[config.mk]
export PLATFORM = sky130hd
export DESIGN_NAME = uart_core_flat
export DESIGN_NICKNAME = d
export VERILOG_FILES = /design/src/rtl/uart_pkg.sv /design/src/rtl/uart_if.sv /design/src/rtl/uart_baud_tick.sv /design/src/rtl/uart_core.sv /design/src/flat_wrapper.sv
export SDC_FILE = /design/constraint.sdc
export NUM_CORES = 1
export LEC_CHECK = 0
export BUFFER_PORTS_ARGS = -buffer_cell sky130_fd_sc_hd__buf_4
export CAP_MARGIN = 40
export CORE_MARGIN = 3
export CORE_UTILIZATION = 55
export CTS_BUF_LIST = sky130_fd_sc_hd__clkbuf_8 sky130_fd_sc_hd__clkbuf_16
export DETAILED_ROUTE_END_ITERATION = 7
export PLACE_DENSITY = 0.74
export SETUP_SLACK_MARGIN = 0.2
export SLEW_MARGIN = 20
export SYNTH_ARGS = -nofsm -noshare
export SYNTH_HDL_FRONTEND = slang
export SYNTH_HIERARCHICAL = 1
export SYNTH_SLANG_ARGS = --single-unit
[constraint.sdc]
create_clock -name clk -period 3.37 [get_ports clk]
set_input_delay 0.1685 -clock clk [delete_from_list [all_inputs] [get_ports clk]]
set_output_delay 0.1685 -clock clk [all_outputs]
set_load 0.01 [all_outputs]
[src/rtl/uart_pkg.sv]
// Shared constants and FSM state encoding for the 8N1 UART engine.
package uart_pkg;
  localparam int OVERSAMPLE = 16;
  localparam int DATA_BITS  = 8;
  localparam int PHASE_W    = $clog2(OVERSAMPLE);
  localparam int BIT_W      = $clog2(DATA_BITS);

  typedef enum logic [1:0] {IDLE, START, DATA, STOP} uart_state_e;
endpackage

[src/rtl/uart_if.sv]
// Peripheral-side bundle of the UART core: serial lines plus byte-level tx/rx handshake.
interface uart_if;
  import uart_pkg::*;

  logic                 uart_rx;
  logic                 uart_tx;
  logic [DATA_BITS-1:0] tx_data;
  logic                 tx_en;
  logic                 tx_status;
  logic [DATA_BITS-1:0] rx_data;
  logic                 rx_status;

  modport master (output uart_rx, tx_data, tx_en,
                  input  uart_tx, tx_status, rx_data, rx_status);
  modport slave  (input  uart_rx, tx_data, tx_en,
                  output uart_tx, tx_status, rx_data, rx_status);
endinterface

[src/rtl/uart_baud_tick.sv]
// Free-running divider producing a one-clk 16x-oversampling tick enable; no backpressure.
module uart_baud_tick #(
  parameter int CLKS_PER_TICK = 651
) (
  input  logic clk,
  input  logic reset,
  output logic tick
);
  localparam int CW = (CLKS_PER_TICK > 2) ? $clog2(CLKS_PER_TICK) : 1;
  localparam logic [CW-1:0] CNT_LAST = CW'(CLKS_PER_TICK - 1);

  logic [CW-1:0] cnt;

  always_ff @(posedge clk or posedge reset) begin
    if (reset)                cnt <= '0;
    else if (cnt == CNT_LAST) cnt <= '0;
    else                      cnt <= cnt + 1'b1;
  end

  assign tick = (cnt == CNT_LAST);
endmodule

[src/rtl/uart_core.sv]
// 8N1 UART: tick-paced TX/RX FSMs. TX accepts when idle and starts at the next tick;
// busy requests are dropped. RX reports each good byte with a one-clk rx_status pulse.
module uart_core #(
  parameter int CLKS_PER_TICK = 651
) (
  input  logic   clk,
  input  logic   reset,
  uart_if.slave  bus
);
  import uart_pkg::*;

  localparam logic [PHASE_W-1:0] PH_LAST  = PHASE_W'(OVERSAMPLE - 1);
  localparam logic [PHASE_W-1:0] PH_MID   = PHASE_W'(OVERSAMPLE / 2 - 1);
  localparam logic [BIT_W-1:0]   BIT_LAST = BIT_W'(DATA_BITS - 1);

  logic tick;

  uart_baud_tick #(.CLKS_PER_TICK(CLKS_PER_TICK)) u_tick (
    .clk   (clk),
    .reset (reset),
    .tick  (tick)
  );

  uart_state_e          tx_state, tx_state_n;
  logic [PHASE_W-1:0]   tx_phase, tx_phase_n;
  logic [BIT_W-1:0]     tx_bit,   tx_bit_n;
  logic [DATA_BITS-1:0] tx_shift, tx_shift_n;
  logic                 tx_line,  tx_line_n;

  always_ff @(posedge clk or posedge reset) begin
    if (reset) begin
      tx_state <= IDLE;
      tx_phase <= '0;
      tx_bit   <= '0;
      tx_shift <= '0;
      tx_line  <= 1'b1;
    end else begin
      tx_state <= tx_state_n;
      tx_phase <= tx_phase_n;
      tx_bit   <= tx_bit_n;
      tx_shift <= tx_shift_n;
      tx_line  <= tx_line_n;
    end
  end

  always_comb begin
    tx_state_n = tx_state;
    tx_phase_n = tx_phase;
    tx_bit_n   = tx_bit;
    tx_shift_n = tx_shift;
    tx_line_n  = tx_line;
    case (tx_state)
      IDLE: begin
        if (bus.tx_en) begin
          tx_state_n = START;
          tx_shift_n = bus.tx_data;
          tx_phase_n = '0;
        end
      end
      START: begin
        // line is still high on the first tick after accept: that tick opens the start bit
        if (tick) begin
          if (tx_line) begin
            tx_line_n = 1'b0;
          end else if (tx_phase == PH_LAST) begin
            tx_state_n = DATA;
            tx_phase_n = '0;
            tx_bit_n   = '0;
            tx_line_n  = tx_shift[0];
            tx_shift_n = tx_shift >> 1;
          end else begin
            tx_phase_n = tx_phase + 1'b1;
          end
        end
      end
      DATA: begin
        if (tick) begin
          if (tx_phase == PH_LAST) begin
            tx_phase_n = '0;
            if (tx_bit == BIT_LAST) begin
              tx_state_n = STOP;
              tx_line_n  = 1'b1;
            end else begin
              tx_bit_n   = tx_bit + 1'b1;
              tx_line_n  = tx_shift[0];
              tx_shift_n = tx_shift >> 1;
            end
          end else begin
            tx_phase_n = tx_phase + 1'b1;
          end
        end
      end
      STOP: begin
        if (tick) begin
          if (tx_phase == PH_LAST) tx_state_n = IDLE;
          else                     tx_phase_n = tx_phase + 1'b1;
        end
      end
      default: tx_state_n = IDLE;
    endcase
  end

  assign bus.uart_tx   = tx_line;
  assign bus.tx_status = (tx_state == IDLE);

  logic [1:0]           rx_sync;
  logic                 rx_prev;
  logic                 rx_s;
  uart_state_e          rx_state, rx_state_n;
  logic [PHASE_W-1:0]   rx_phase, rx_phase_n;
  logic [BIT_W-1:0]     rx_bit,   rx_bit_n;
  logic [DATA_BITS-1:0] rx_shift, rx_shift_n;
  logic                 rx_brk,   rx_brk_n;
  logic [DATA_BITS-1:0] rx_data_q, rx_data_n;
  logic                 rx_vld_q,  rx_vld_n;

  assign rx_s = rx_sync[1];

  always_ff @(posedge clk or posedge reset) begin
    if (reset) begin
      rx_sync   <= 2'b11;
      rx_prev   <= 1'b1;
      rx_state  <= IDLE;
      rx_phase  <= '0;
      rx_bit    <= '0;
      rx_shift  <= '0;
      rx_brk    <= 1'b0;
      rx_data_q <= '0;
      rx_vld_q  <= 1'b0;
    end else begin
      rx_sync   <= {rx_sync[0], bus.uart_rx};
      rx_prev   <= rx_s;
      rx_state  <= rx_state_n;
      rx_phase  <= rx_phase_n;
      rx_bit    <= rx_bit_n;
      rx_shift  <= rx_shift_n;
      rx_brk    <= rx_brk_n;
      rx_data_q <= rx_data_n;
      rx_vld_q  <= rx_vld_n;
    end
  end

  always_comb begin
    rx_state_n = rx_state;
    rx_phase_n = rx_phase;
    rx_bit_n   = rx_bit;
    rx_shift_n = rx_shift;
    rx_brk_n   = rx_brk;
    rx_data_n  = rx_data_q;
    rx_vld_n   = 1'b0;
    case (rx_state)
      IDLE: begin
        if (rx_prev && !rx_s) begin
          rx_state_n = START;
          rx_phase_n = '0;
        end
      end
      START: begin
        if (tick) begin
          if (rx_phase == PH_MID) begin
            rx_phase_n = '0;
            rx_bit_n   = '0;
            rx_state_n = rx_s ? IDLE : DATA;
          end else begin
            rx_phase_n = rx_phase + 1'b1;
          end
        end
      end
      DATA: begin
        if (tick) begin
          if (rx_phase == PH_LAST) begin
            rx_phase_n = '0;
            rx_shift_n = {rx_s, rx_shift[DATA_BITS-1:1]};
            if (rx_bit == BIT_LAST) begin
              rx_state_n = STOP;
              rx_brk_n   = 1'b0;
            end else begin
              rx_bit_n = rx_bit + 1'b1;
            end
          end else begin
            rx_phase_n = rx_phase + 1'b1;
          end
        end
      end
      STOP: begin
        // after a framing error, hold here until the line returns high
        if (rx_brk) begin
          if (rx_s) begin
            rx_brk_n   = 1'b0;
            rx_state_n = IDLE;
          end
        end else if (tick) begin
          if (rx_phase == PH_LAST) begin
            if (rx_s) begin
              rx_data_n  = rx_shift;
              rx_vld_n   = 1'b1;
              rx_state_n = IDLE;
            end else begin
              rx_brk_n = 1'b1;
            end
          end else begin
            rx_phase_n = rx_phase + 1'b1;
          end
        end
      end
      default: rx_state_n = IDLE;
    endcase
  end

  assign bus.rx_data   = rx_data_q;
  assign bus.rx_status = rx_vld_q;
endmodule

[src/flat_wrapper.sv]
// flat-port wrapper written by rule: the top's interface ports become plain ports
module uart_core_flat import uart_pkg::*;
#(
  parameter int CLKS_PER_TICK = 651
)
  (clk, reset, bus_uart_rx, bus_tx_data, bus_tx_en, bus_uart_tx, bus_tx_status, bus_rx_data, bus_rx_status);
  uart_if bus_i ();
  input  logic clk;
  input  logic reset;
  input wire logic [$bits(bus_i.uart_rx)-1:0] bus_uart_rx;
  input wire logic [$bits(bus_i.tx_data)-1:0] bus_tx_data;
  input wire logic [$bits(bus_i.tx_en)-1:0] bus_tx_en;
  output wire logic [$bits(bus_i.uart_tx)-1:0] bus_uart_tx;
  output wire logic [$bits(bus_i.tx_status)-1:0] bus_tx_status;
  output wire logic [$bits(bus_i.rx_data)-1:0] bus_rx_data;
  output wire logic [$bits(bus_i.rx_status)-1:0] bus_rx_status;
  assign bus_i.uart_rx = bus_uart_rx;
  assign bus_i.tx_data = bus_tx_data;
  assign bus_i.tx_en = bus_tx_en;
  assign bus_uart_tx = bus_i.uart_tx;
  assign bus_tx_status = bus_i.tx_status;
  assign bus_rx_data = bus_i.rx_data;
  assign bus_rx_status = bus_i.rx_status;
  uart_core #(.CLKS_PER_TICK(CLKS_PER_TICK)) u_core (.clk(clk), .reset(reset), .bus(bus_i));
endmodule
# After elaboration in Yosys (flattened, before gate mapping)
# Index checks and enable logic that the tools add are counted.
# totals
ff_bits	58
# op_classes
addsub	5
n_eq_ne	35
mux	81
bitwise	1
reduce_logical	19
# ops
op	count
4-bit two-way mux	15
8-bit two-way mux	7
2-bit two-way mux	20
3-bit two-way mux	11
4-bit case mux with 4 select lines	2
2-bit by 1-bit inequality test with 1-bit output (second input constant)	14
8-bit case mux with 3 select lines	1
1-bit two-way mux	18
6-bit AND reduction	3
2-bit case mux with 4 select lines	2
8-bit AND reduction	2
2-bit inequality test (second input constant)	7
3-bit case mux with 2 select lines	2
10-bit by 1-bit adder with 10-bit output (second input constant)	1
10-bit equality test (second input constant)	1
10-bit two-way mux	1
9-bit AND reduction	1
4-bit by 1-bit adder with 4-bit output (second input constant)	2
2-bit equality test (second input constant)	4
4-bit equality test (second input constant)	2
4-bit AND reduction	2
7-bit AND reduction	1
3-bit by 1-bit adder with 3-bit output (second input constant)	2
3-bit equality test (second input constant)	2
other kinds (12)	18

# Depth between registers and ports, before layout
# depth
depth_word	5
depth_mapped	10
depth_no_buf	9

# Modules after synthesis
# Netlist, hierarchy kept.
# modules_own_cells
mod	instances	cells_each	area_each_um2
uart_core	1	214	2486.1
uart_baud_tick	1	47	528.0

# Least setup slack after synthesis
# OpenSTA, ideal clock, no wires.
# synth_path
kind	register to register
start	register u_core.u_tick.cnt[0]
end	register u_core.tx_bit[0]
setup_ns	0.125
arrival_ns	2.598
path_slack_ns	0.647
path_stages_with_launch	11
path_cell_list	dfrtp_1 inv_1 ha_1 or3b_2 nor3_4 clkbuf_2 inv_1 nor2_1 o21ai_0 a221oi_2 mux2_2
# synth_via
elab_chain_len	3
elab_cells_between_ends	4
classes_between	eq/ne: 3; reduce/logical: 1
# synth_rtl
element	line	rtl
start: declaration	uart_baud_tick.sv:12	logic [CW-1:0] cnt;
start signal: assignment	uart_baud_tick.sv:17	else cnt <= cnt + 1'b1;
10-bit equality test *	uart_baud_tick.sv:20	assign tick = (cnt == CNT_LAST);
via u_core.tick	uart_core.sv:16	logic tick;
2-bit by 1-bit inequality test with 1-bit output (no source line)	n/a	
7-bit AND reduction (no source line) *	n/a	
end signal: assignment	uart_core.sv:40	tx_bit <= tx_bit_n;
end: declaration	uart_core.sv:26	logic [BIT_W-1:0] tx_bit, tx_bit_n;
# The timed path passes the listed nets; every way through them passes the cells marked *.
# A chain may end at the register's enable or synchronous reset.

# Worst setup path in the final report
# Ends and elaborated chain as after synthesis.

==> impl_metrics.env <==
export IMPL_wl_per_cell_microns=14.8
export IMPL_n_fill_cell=405
export IMPL_crit_slowest_cell="or3b_2"
export IMPL_synth_cells=261
export IMPL_htree_levels=3
export IMPL_path_clk_slew_ns=0.07
export IMPL_tns_ns=0
export IMPL_synth_top_cell_area_share_pct=44.8
export IMPL_power_leakage_nw=1.65
export IMPL_die_area_sq_um=6400
export IMPL_relSlewSlack_pct=59.1
export IMPL_ys_types=64
export IMPL_fp_dieH_microns=80.0
export IMPL_drt_iter0_markers=128
export IMPL_coreArea_sq_um=5200
export IMPL_synth_area_sq_um=3010
export IMPL_status="finished, final reports clean"
export IMPL_max_freq_ghz=0.339
export IMPL_seq_area_frac_synth_pct=48.3
export IMPL_fin_crit_sh_pct=87.5
export IMPL_multi_input_area_sq_um=1440
export IMPL_cts_tree="built"
export IMPL_min_period_ns=2.95
export IMPL_drive_above_1_share_pct=33.2
export IMPL_min_path_type="input pin to flip-flop"
export IMPL_avgSynthCellArea_sq_um=11.5
export IMPL_critPathMostFrequentCell="inv_1"
export IMPL_setup_viol=0
export IMPL_cp_slowest_stage_delay_ns=0.49
export IMPL_diodes=0
export IMPL_layout_common_cells="54 x dfrtp_1, 34 x mux2_2, 23 x buf_4"
export IMPL_synthTopCellsByArea="dfrtp_1 45%, mux2_2 13%, ha_1 5.4%, dfstp_2 3.5%, inv_1 2.5%"
export IMPL_whs_ns=0.194
export IMPL_worst_ir_drop_vdd_v=0.000290
export IMPL_cts_resized=0
export IMPL_synth_fp_nets=286
export IMPL_antenna_found_initial=0
export IMPL_num_vias=2040
export IMPL_gp_congestion=0.826
export IMPL_grt_pass1_vias=1988
export IMPL_cp_arrival_ns=3.16
export IMPL_cts_sinks=58
export IMPL_p_per_area_nw_per_um2=443
export IMPL_synth_edf_count=0
export IMPL_nNetsFinal=315
export IMPL_synthFlopType="dfrtp_1"
export IMPL_hpwlAfterDp_mm=3.81
export IMPL_cp_required_ns=3.58
export IMPL_drc=0
export IMPL_cap_violations=0
export IMPL_hold_viol_final=0
export IMPL_wl_mm=5.39
export IMPL_ys_ff_latch=58
export IMPL_grt_pass1_wl_mm=9.34
export IMPL_rows=26
export IMPL_worstSetupPathType="flip-flop to flip-flop"
export IMPL_final_util_pct=67.1
export IMPL_post_cts_buffers=0
export IMPL_final_seq_area_sq_um=1460
export IMPL_grt_usage_pct=18.9
export IMPL_yosysWarnings=6
export IMPL_layout_commonest_cell="dfrtp_1"
export IMPL_slew_violations=0
export IMPL_io_pins=23
export IMPL_route_detailed_vias_per_inst=5.59
export IMPL_die_w_microns=80.0
export IMPL_path_cells="inv_1 > ha_1 > or3b_2 > nor3_4 > inv_1 > nor2_1 > o21ai_0 > a221oi_2 > mux2_2"
export IMPL_total_power_w=0.00155
export IMPL_firstDrtPassIters=4
export IMPL_root_buffer="clkbuf_8"
export IMPL_ant_nets=0
export IMPL_cp_end_kind="flip-flop"
export IMPL_cts_path_max_buffers=2
export IMPL_area_growth_pct=15.8
export IMPL_path_max_fanout=8
export IMPL_tightest_slew_ns=0.611
export IMPL_io_buffers=22
export IMPL_fin_skew_ns=0.00644
export IMPL_cp_start_kind="flip-flop"
export IMPL_grt_ovfl_total=0
export IMPL_yosysTopAreaCell="dfrtp_1"
export IMPL_initial_utilization_pct=57.9
export IMPL_numCtsBuffers=9
export IMPL_clkLatencyLatePin_ns=0.33
export IMPL_rsz0062_at_grt="no"
export IMPL_synthArstFlopShare_pct=100
export IMPL_grt_max_degree=36
## worst paths after layout
path	depth (start not counted)	to	startpoint	slack [ns]
min in group asynchronous	3	u_core/rx_phase[2]$_DFFE_PP0P_	reset	0.38
max in group asynchronous	4	u_core/bus.uart_tx$_DFFE_PP1P_	reset	2.45
setup reg to reg	9	u_core/tx_bit[0]$_DFFE_PP0P_	u_core/u_tick/cnt[0]$_DFF_PP0_	0.42
hold reg to reg	0	u_core/rx_sync[1]$_DFF_PP1_	u_core/rx_sync[0]$_DFF_PP1_	0.36
hold / removal	3	u_core/tx_shift[7]$_DFFE_PP0P_	bus_tx_data[7]	0.19
setup / recovery	9	u_core/tx_bit[0]$_DFFE_PP0P_	u_core/u_tick/cnt[0]$_DFF_PP0_	0.42
## cell families after synthesis
| group | after synthesis | synth area share [%] |
|---|---|---|
| compound gates | 46 | 12.2 |
| xor+xnor | 6 | 1.74 |
| fa+ha+maj | 13 | 5.40 |
| buf+inv | 28 | 3.86 |
| flops | 58 | 48.3 |
| mux | 38 | 14.0 |
| simple gates | 72 | 14.4 |
## cells in the mapped netlist, types with 3 or more instances
| cell | number |
|---|---|
| clkbuf_1 | 3 |
| mux2_2 | 34 |
| inv_1 | 20 |
| nor3_1 | 5 |
| o31ai_1 | 3 |
| dfrtp_1 | 54 |
| a21oi_1 | 6 |
| o21ai_0 | 9 |
| nand2b_1 | 3 |
| mux2i_1 | 4 |
| dfstp_2 | 4 |
| nor2_1 | 20 |
| a2bb2oi_1 | 3 |
| ha_1 | 13 |
| xnor2_1 | 5 |
| nand2_1 | 12 |
| nand3_1 | 9 |
## metrics by stage
stage | std cells | area (sq um) | worst slack, ns
floorplan | 261 | 3010 | 0.647
global placement | 346 | 3230 | 0.557
detailed placement | 347 | 3250 | 0.439
CTS | 365 | 3490 | 0.436
global route | 365 | 3490 | 0.222
finish | 365 | 3490 | 0.422
## critical path: cells and delay by family (launching register included)
family                     cells  cell delay [ns]
DFF                            1             0.41
muxes                          1             0.39
and+or+nand+nor                3             1.10
adders and majority gates      1             0.13
AOI/OAI and AO/OA              2             0.55
buffers and inverters          2             0.25
## registers in the layout, summed over array words and instances (netlist names), named ones only
name                  count
u_core/rx_phase           4
u_core/tx_phase           4
u_core/tx_bit             3
u_core/rx_prev            1
u_core/rx_sync            2
u_core/rx_bit             3
u_core/rx_state           1
u_core/u_tick/cnt        10
u_core/tx_state           2
u_core/rx_shift           8
u_core/bus.rx_status      1
u_core/bus.uart_tx        1
u_core/bus.rx_data        8
u_core/tx_shift           8
u_core/rx_brk             1
## layout make-up
cell class / count / share of cell area [%]
Sequential cell: 58 / 41.7
Multi-Input combinational cell: 175 / 41.3
Timing Repair Buffer: 26 / 6.09
Clock buffer: 9 / 3.55
Clock inverter: 7 / 2.69
Tap cell: 70 / 2.51
Inverter: 20 / 2.15
## power breakdown
| group | internal, W | total, W | switching, W | leakage, nW |
|---|---|---|---|---|
| Clock | 0.000414 | 0.000694 | 0.000280 | 0.105 |
| Combinational | 0.0000512 | 0.000102 | 0.0000513 | 0.800 |
| Sequential | 0.000717 | 0.000749 | 0.0000318 | 0.748 |
## layer usage
metal	global-route usage, %	vias to the layer above	wire length [microns]
met5	0	-	0
met4	8.45	0	65
met3	3.61	5	158
met2	29.8	38	2570
met1	25.3	998	2600
li1	-	999	-
## timing repair
item                       in CTS  in global routing
hold buffers                    2                  0
hold endpoints to repair       21                  0
setup endpoints to repair       0                  0
Power figures use the tool's default switching activity.
